<file path="config.mk">
export PLATFORM = sky130hd
export DESIGN_NAME = pll_scan_reconfig_ctrl
export DESIGN_NICKNAME = d
export VERILOG_FILES = /design/src/rtl/pll_scan_reconfig_ctrl.sv
export SDC_FILE = /design/constraint.sdc
export NUM_CORES = 1
export LEC_CHECK = 0
export ABC_AREA = 1
export ABC_CLOCK_PERIOD_IN_PS = 3500
export CAP_MARGIN = 10
export CORE_MARGIN = 1
export CORE_UTILIZATION = 55
export CTS_BUF_LIST = sky130_fd_sc_hd__clkbuf_16
export CTS_CLUSTER_DIAMETER = 200
export CTS_CLUSTER_SIZE = 8
export DETAILED_ROUTE_END_ITERATION = 6
export GPL_TIMING_DRIVEN = 0
export PLACE_DENSITY_LB_ADDON = 0.2
export SYNTH_ARGS = -nofsm -noshare
export SYNTH_HDL_FRONTEND = slang
export SYNTH_SLANG_ARGS = --single-unit
</file>
<file path="constraint.sdc">
create_clock -name clk_clk -period 3.5 [get_ports clk_clk]
set_input_delay 1.05 -clock clk_clk [delete_from_list [all_inputs] [get_ports clk_clk]]
set_output_delay 1.05 -clock clk_clk [all_outputs]
set_load 0.1 [all_outputs]
</file>
<file path="src/rtl/pll_scan_reconfig_ctrl.sv">
// PLL scan-chain reconfiguration sequencer: shifts a new image in while capturing the old
// chain, strobes configupdate, waits for scandone, then optionally resets the PLL and waits for lock.
module pll_scan_reconfig_ctrl #(
   parameter int unsigned SCAN_LEN      = 144,
   parameter int unsigned DONE_TIMEOUT  = 1024,
   parameter int unsigned ARESET_CYCLES = 16,
   parameter int unsigned LOCK_TIMEOUT  = 65536,
   parameter int unsigned LOCK_STABLE   = 64
) (
   input  logic                clk_clk,
   input  logic                reset_reset_n,
   input  logic                start,
   input  logic [SCAN_LEN-1:0] cfg_image,
   input  logic                skip_reset,
   output logic                busy,
   output logic                done,
   output logic [1:0]          error,
   output logic [SCAN_LEN-1:0] readback,
   output logic                pll_scanclkena,
   output logic                pll_scandata,
   input  logic                pll_scandataout,
   output logic                pll_configupdate,
   input  logic                pll_scandone,
   output logic                pll_areset,
   input  logic                pll_locked
);

   localparam int unsigned BIT_W  = $clog2(SCAN_LEN + 1);
   localparam int unsigned DONE_W = $clog2(DONE_TIMEOUT + 1);
   localparam int unsigned AR_W   = $clog2(ARESET_CYCLES + 1);
   localparam int unsigned LOCK_W = $clog2(LOCK_TIMEOUT + 1);
   localparam int unsigned STAB_W = $clog2(LOCK_STABLE + 1);

   localparam logic [1:0] ERR_OK        = 2'd0;
   localparam logic [1:0] ERR_SCANDONE  = 2'd1;
   localparam logic [1:0] ERR_LOCK      = 2'd2;

   typedef enum logic [2:0] {
      S_IDLE,
      S_SHIFT,
      S_UPDATE,
      S_WAIT_DONE,
      S_ARESET,
      S_WAIT_LOCK,
      S_DONE
   } state_t;

   state_t              state_q;
   logic [SCAN_LEN-1:0] shreg_q;
   logic [SCAN_LEN-1:0] shreg_d;
   logic [SCAN_LEN-1:0] readback_q;
   logic [BIT_W-1:0]    bit_cnt_q;
   logic [DONE_W-1:0]   done_cnt_q;
   logic [AR_W-1:0]     ar_cnt_q;
   logic [LOCK_W-1:0]   lock_cnt_q;
   logic [STAB_W-1:0]   stab_cnt_q;
   logic [1:0]          lock_sync_q;
   logic [1:0]          error_q;
   logic                skip_q;
   logic                busy_q;
   logic                done_q;
   logic                configupdate_q;
   logic                areset_q;
   logic                locked_s;

   // Old chain bits enter at the LSB while the new image leaves from the MSB.
   assign shreg_d  = {shreg_q[SCAN_LEN-2:0], pll_scandataout};
   assign locked_s = lock_sync_q[1];

   always_ff @(posedge clk_clk) begin
      if (!reset_reset_n) begin
         state_q        <= S_IDLE;
         shreg_q        <= '0;
         readback_q     <= '0;
         bit_cnt_q      <= '0;
         done_cnt_q     <= '0;
         ar_cnt_q       <= '0;
         lock_cnt_q     <= '0;
         stab_cnt_q     <= '0;
         lock_sync_q    <= '0;
         error_q        <= ERR_OK;
         skip_q         <= 1'b0;
         busy_q         <= 1'b0;
         done_q         <= 1'b0;
         configupdate_q <= 1'b0;
         areset_q       <= 1'b0;
      end else begin
         lock_sync_q    <= {lock_sync_q[0], pll_locked};
         done_q         <= 1'b0;
         configupdate_q <= 1'b0;
         case (state_q)
            S_IDLE: begin
               if (start) begin
                  shreg_q   <= cfg_image;
                  skip_q    <= skip_reset;
                  error_q   <= ERR_OK;
                  busy_q    <= 1'b1;
                  bit_cnt_q <= '0;
                  state_q   <= S_SHIFT;
               end
            end
            S_SHIFT: begin
               shreg_q <= shreg_d;
               if (bit_cnt_q == BIT_W'(SCAN_LEN - 1)) begin
                  readback_q     <= shreg_d;
                  configupdate_q <= 1'b1;
                  state_q        <= S_UPDATE;
               end else begin
                  bit_cnt_q <= bit_cnt_q + BIT_W'(1);
               end
            end
            S_UPDATE: begin
               done_cnt_q <= '0;
               state_q    <= S_WAIT_DONE;
            end
            S_WAIT_DONE: begin
               // scandone takes priority over a timeout in the same cycle
               if (pll_scandone) begin
                  if (skip_q) begin
                     done_q  <= 1'b1;
                     state_q <= S_DONE;
                  end else begin
                     areset_q <= 1'b1;
                     ar_cnt_q <= '0;
                     state_q  <= S_ARESET;
                  end
               end else if (done_cnt_q == DONE_W'(DONE_TIMEOUT - 1)) begin
                  error_q <= ERR_SCANDONE;
                  done_q  <= 1'b1;
                  state_q <= S_DONE;
               end else begin
                  done_cnt_q <= done_cnt_q + DONE_W'(1);
               end
            end
            S_ARESET: begin
               if (ar_cnt_q == AR_W'(ARESET_CYCLES - 1)) begin
                  areset_q   <= 1'b0;
                  lock_cnt_q <= '0;
                  stab_cnt_q <= '0;
                  state_q    <= S_WAIT_LOCK;
               end else begin
                  ar_cnt_q <= ar_cnt_q + AR_W'(1);
               end
            end
            S_WAIT_LOCK: begin
               // a stable run completing on the timeout cycle still counts as locked
               if (locked_s && (stab_cnt_q == STAB_W'(LOCK_STABLE - 1))) begin
                  done_q  <= 1'b1;
                  state_q <= S_DONE;
               end else if (lock_cnt_q == LOCK_W'(LOCK_TIMEOUT - 1)) begin
                  error_q <= ERR_LOCK;
                  done_q  <= 1'b1;
                  state_q <= S_DONE;
               end else begin
                  lock_cnt_q <= lock_cnt_q + LOCK_W'(1);
                  stab_cnt_q <= locked_s ? (stab_cnt_q + STAB_W'(1)) : '0;
               end
            end
            S_DONE: begin
               busy_q  <= 1'b0;
               state_q <= S_IDLE;
            end
            default: begin
               busy_q  <= 1'b0;
               state_q <= S_IDLE;
            end
         endcase
      end
   end

   assign busy             = busy_q;
   assign done             = done_q;
   assign error            = error_q;
   assign readback         = readback_q;
   assign pll_scanclkena   = (state_q == S_SHIFT);
   assign pll_scandata     = pll_scanclkena & shreg_q[SCAN_LEN-1];
   assign pll_configupdate = configupdate_q;
   assign pll_areset       = areset_q;

endmodule

</file>
# After elaboration in Yosys (flattened, before gate mapping)
# Index checks and enable logic that the tools add are counted.
[totals]
input_bits = 151
reg_bits = 348
out_inout_bits = 152
[op_classes]
reduce_logical = 20
muxes = 49
eq_ne = 25
bitwise_logic = 2
addsub = 5
[ops]
columns = ["operator", "count"]
rows = [
  ["$pmux 144 s2", 1],
  ["$mux 144", 1],
  ["$mux 17", 3],
  ["$pmux 17 s2", 1],
  ["$mux 7", 4],
  ["$ne 2x2->1 const B", 12],
  ["$mux 11", 2],
  ["$pmux 11 s2", 1],
  ["$mux 3", 7],
  ["$pmux 3 s6", 1],
  ["$add 17x1->17 const B", 1],
  ["$eq 17x16->1 const B", 1],
  ["$mux 8", 2],
  ["$pmux 8 s2", 1],
  ["$mux 5", 3],
  ["$pmux 7 s2", 1],
  ["$mux 2", 6],
  ["$reduce_and 4->1", 3],
  ["$add 11x1->11 const B", 1],
  ["$eq 11x10->1 const B", 1],
  ["$mux 1", 10],
  ["$pmux 5 s2", 1],
  ["$reduce_and 2->1", 5],
  ["$add 8x1->8 const B", 1],
  ["other kinds (22)", 31],
]

# Longest topological paths before layout
[logic_depth]
depth_word = 5
ltp_mapped = 16
mapped_depth_nobuf = 16

# Least setup slack after synthesis
# Ideal clock, no wire load.
[synth_timing]
path_kind = "register to output"
startpoint = "reg state_q[1]"
endpoint = "out pll_scandata"
path_stages_with_launch = 7
n_path_buf = 1
slack_ns = 0.228
arrival_time_ns = 2.222
cell_sequence = "dfxtp_1 > inv_2 > nand2_1 > nor2_4 > inv_1 > clkbuf_1 > nor2_1"
[synth_between]
elab_chain_cells = 2
[synth_rtl]
columns = ["element", "line", "source"]
rows = [
  ["start: declaration", "48", "state_t state_q;"],
  ["start signal: assignment", "72", "state_q <= S_IDLE;"],
  ["start signal: assignment", "99", "state_q <= S_SHIFT;"],
  ["start signal: assignment", "107", "state_q <= S_UPDATE;"],
  ["$eq 3x1->1", "175", "assign pll_scanclkena = (state_q == S_SHIFT);"],
  ["$and 1x1->1", "176", "assign pll_scandata = pll_scanclkena & shreg_q[SCAN_LEN-1];"],
  ["end: declaration", "20", "output logic pll_scandata,"],
]
# Every way passes these cells.

# Worst setup path in the final report
[layout_timing]
startpoint = "reg state_q[1]"
endpoint = "out pll_scanclkena"
[layout_between]
elab_chain_cells = 1
[layout_rtl]
columns = ["element", "line", "source"]
rows = [
  ["$eq 3x1->1", "175", ""],
  ["end: declaration", "19", "output logic pll_scanclkena,"],
]
# Every way passes these cells.

==> run summary <==
Status: finished clean
Synth Register Bits: 348
Post-synth EDFFs: 0
Final hold violation count: 0
Crit path capture type: output pin
Worst-path maximum fanout: 10
Type of element launching the critical path: register
Port Buffers: 301
CTS max path bufs: 3
Pwr Total: 12.35 mW
Worst Path Class, Setup: reg2out
Rows: 59
Final Setup Violations: 0
Int Power: 8.029 mW
Switching part of the total: 34.99%
Met3 WL: 5.096 mm
Pleak: 8.537 nW
Power Density: 641.3 nW/um^2
Root buffer cell: clkbuf_16
Avg WL per Cell: 17.35 um
Area Growth Syn to Fin: 32.68%
Sink Count: 348
Yosys cell types: 34
Mean post-synth cell area: 7.085 sq um
DRT Wirelength: 47.54 mm
Sequential share of power: 38.3%
Top cells by area, synth: dfxtp_1, nand2_1, nand3_1, inv_1, o211ai_1
Unrepaired setup endpoints after global routing: false
Reg2Reg Depth: 14
Vias per inst: 5.542
DRT iter0 DRCs: 1515
Setup crit start: state_q[1]
Worst skew pair latency: 0.54 ns
Synth area leader: dfxtp_1
Psw: 4.321 mW
Total global routing overflow: 0
Die Wd: 164.5 um
Clock transition at path regs: 0.05 ns
# IOs: 303
R2R Path Start: lock_cnt_q[0]
Slew @ Worst Pin: 1.077 ns
Initial antenna violation count: 5
Crit path to: pll_scanclkena
Core area: 25980 sq um
Dpl cells: 2685
Asr flop ratio synth: 0%
Top Layer Used: met5
Final period utilization: 98.43%
Sequential share of the synthesized area: 47.99%
Peak VDD IR: 0.0003809 V
Max-cap violation count: 0
Number of max-slew violations in the final report: 0
Via count: 15180
Cell Count, Final, Fillers Out: 2740
Cts hold-fix bufs: 0
Hold Slack: 0.4125 ns
Final estimated routing congestion in global placement: 0.9106
Vias in the first global route: 14390
Syn_nets: 2207
CTS Buf Count: 49
Hpwl dp: 33.56 mm
Minimum clock period: 3.445 ns
Router iterations before antenna repair: 5
Syn. warnings: 0
Starting Density: 55.86%
TritonCTS clock tree: done
H-tree levels: 2
Mapped Cells: 2049
Die Y: 164.5 um
Largest net degree at the start of global routing: 14
CP required: 2.45 ns
FMAX: 0.2903 GHz
Metal2 WL: 22.04 mm
Met1 wire length: 18.26 mm
Combinational Power Share: 27.4%
Fin area: 19260 sq um
Total track usage: 34.55%
Hold WC Path Type: reg2reg
Fin nets: 2558
DRC violations left: 0
Ys flop type: dfxtp_1
Clk pwr share: 34.3%
Relative slew slack: 27.97%
RR Endpoint: stab_cnt_q[0]
Skew final: 0.01202 ns
First-pass GRT wire length: 72.97 mm
Layout cells sized above 1: 4.996%
R2r setup slk: 0.95 ns
Placed Instance Area: 17950 sq um
Total die area: 27050 sq um
Worst EP arrival: 2.40 ns
Synth top area share: 47.99%
Post-synth design cell area: 14520 sq um
Final Core Density: 74.12%
ANT nets after route: 0
[synth_stat cells, types with 4 or more instances]
master	n
inv_2	7
nor2_1	89
inv_1	258
nand3b_1	4
o221ai_1	12
o21ai_1	40
nand4_1	13
nand2_1	682
o21ai_0	65
nor3_1	13
dfxtp_1	348
buf_2	43
nand3_1	226
ha_1	7
a22oi_1	20
a21oi_1	53
clkbuf_1	55
o211ai_1	70
buf_1	16
[power by group through the flow]
stage                     combinational (mW)  sequential (mW)  clock, mW
after floorplan                         2.10             4.81          0
after global placement                  3.22             4.77          0
after detailed placement                3.28             4.79          0
after CTS                               3.32             4.72       4.24
after global routing                    3.71             4.77       4.41
final                                   3.39             4.73       4.24
[logic make-up (layout without fill, tap and decap cells)]
family,after synthesis,after routing,synth area share [%]
and+or+nand+nor,1040,1040,29.62
AOI/OAI and AO/OA,267,267,11.16
buffers and inverters,385,738,10.51
DFF,348,348,47.99
adders and majority gates,7,7,0.6033
xor gates and xnor gates,2,2,0.1207
other,0,3,0
[metal layers]
metal | global-route usage, % | vias up
met4 | 15.80 | 6
met1 | 41.71 | 7021
met3 | 8.714 | 157
li1 | - | 7201
met5 | 0 | -
met2 | 57.79 | 799
[cell type report]
class                      count  area [sq um]
timing repair buffer         301          3005
tap                          335         419.2
buffer                       118         523.0
clock buffer                  51          1276
fill                        2081          6725
antenna                        3         7.507
multi-input combinational   1316          6025
clock inverter                 2         38.79
inverter                     266         998.5
sequential                   348          6967
[stage by stage]
stage / setup TNS (ns) / setup WS [ns]
after detailed placement: -0.2972 / -0.1600
after global placement: -0.2327 / -0.1193
after floorplan: 0 / 0.2276
after CTS: 0 / 0.01223
final: 0 / 0.05486
after global routing: 0 / 0.001720
[sequential cells by signal, indices dropped and copies added (netlist names)]
name              cells
stab_cnt_q            7
error                 2
state_q               3
pll_configupdate      1
lock_sync_q           2
pll_areset            1
done                  1
lock_cnt_q           17
skip_q                1
shreg_q             144
bit_cnt_q             8
readback            144
done_cnt_q           11
ar_cnt_q              5
busy                  1
[worst min-delay path by stage]
| stage | cells after the start | start | to | slack, ns |
|---|---|---|---|---|
| 2_1_floorplan | 2 | lock_sync_q[0] | lock_sync_q[1] | 0.39 |
| 3_3_place_gp | 2 | lock_sync_q[0] | lock_sync_q[1] | 0.40 |
| 3_5_place_dp | 2 | lock_sync_q[0] | lock_sync_q[1] | 0.40 |
| 4_1_cts | 2 | lock_sync_q[0] | lock_sync_q[1] | 0.41 |
| 5_1_grt | 2 | lock_sync_q[0] | lock_sync_q[1] | 0.42 |
| 6_report | 2 | lock_sync_q[0] | lock_sync_q[1] | 0.41 |
[critical path: stages (launching register included)]
cell and delay, ns:
dfxtp_1 0.39, inv_2 0.16, nand2_1 0.11, nor2_4 0.18, buf_2 0.34, buf_2 0.32
buf_4 0.34
[placed cells by master, fill, tap and decap left out, types with 12 or more instances in the layout]
cell,netlist,final
nand3_1,226,226
clkdlybuf4s50_1,0,299
o211ai_1,70,70
nor2_1,89,89
buf_2,43,44
nand4_1,13,13
clkbuf_1,55,54
o221ai_1,12,12
dfxtp_1,348,348
a22oi_1,20,20
a21oi_1,53,53
clkbuf_16,0,51
nor3_1,13,13
buf_1,16,16
inv_1,258,258
nand2_1,682,682
o21ai_1,40,40
o21ai_0,65,65
[repair_timing]
action	in CTS	in global routing
endpoints found under the setup margin	2	1
resized for setup	10	1
setup buffers	0	0
Power figures use the tool's default switching activity.
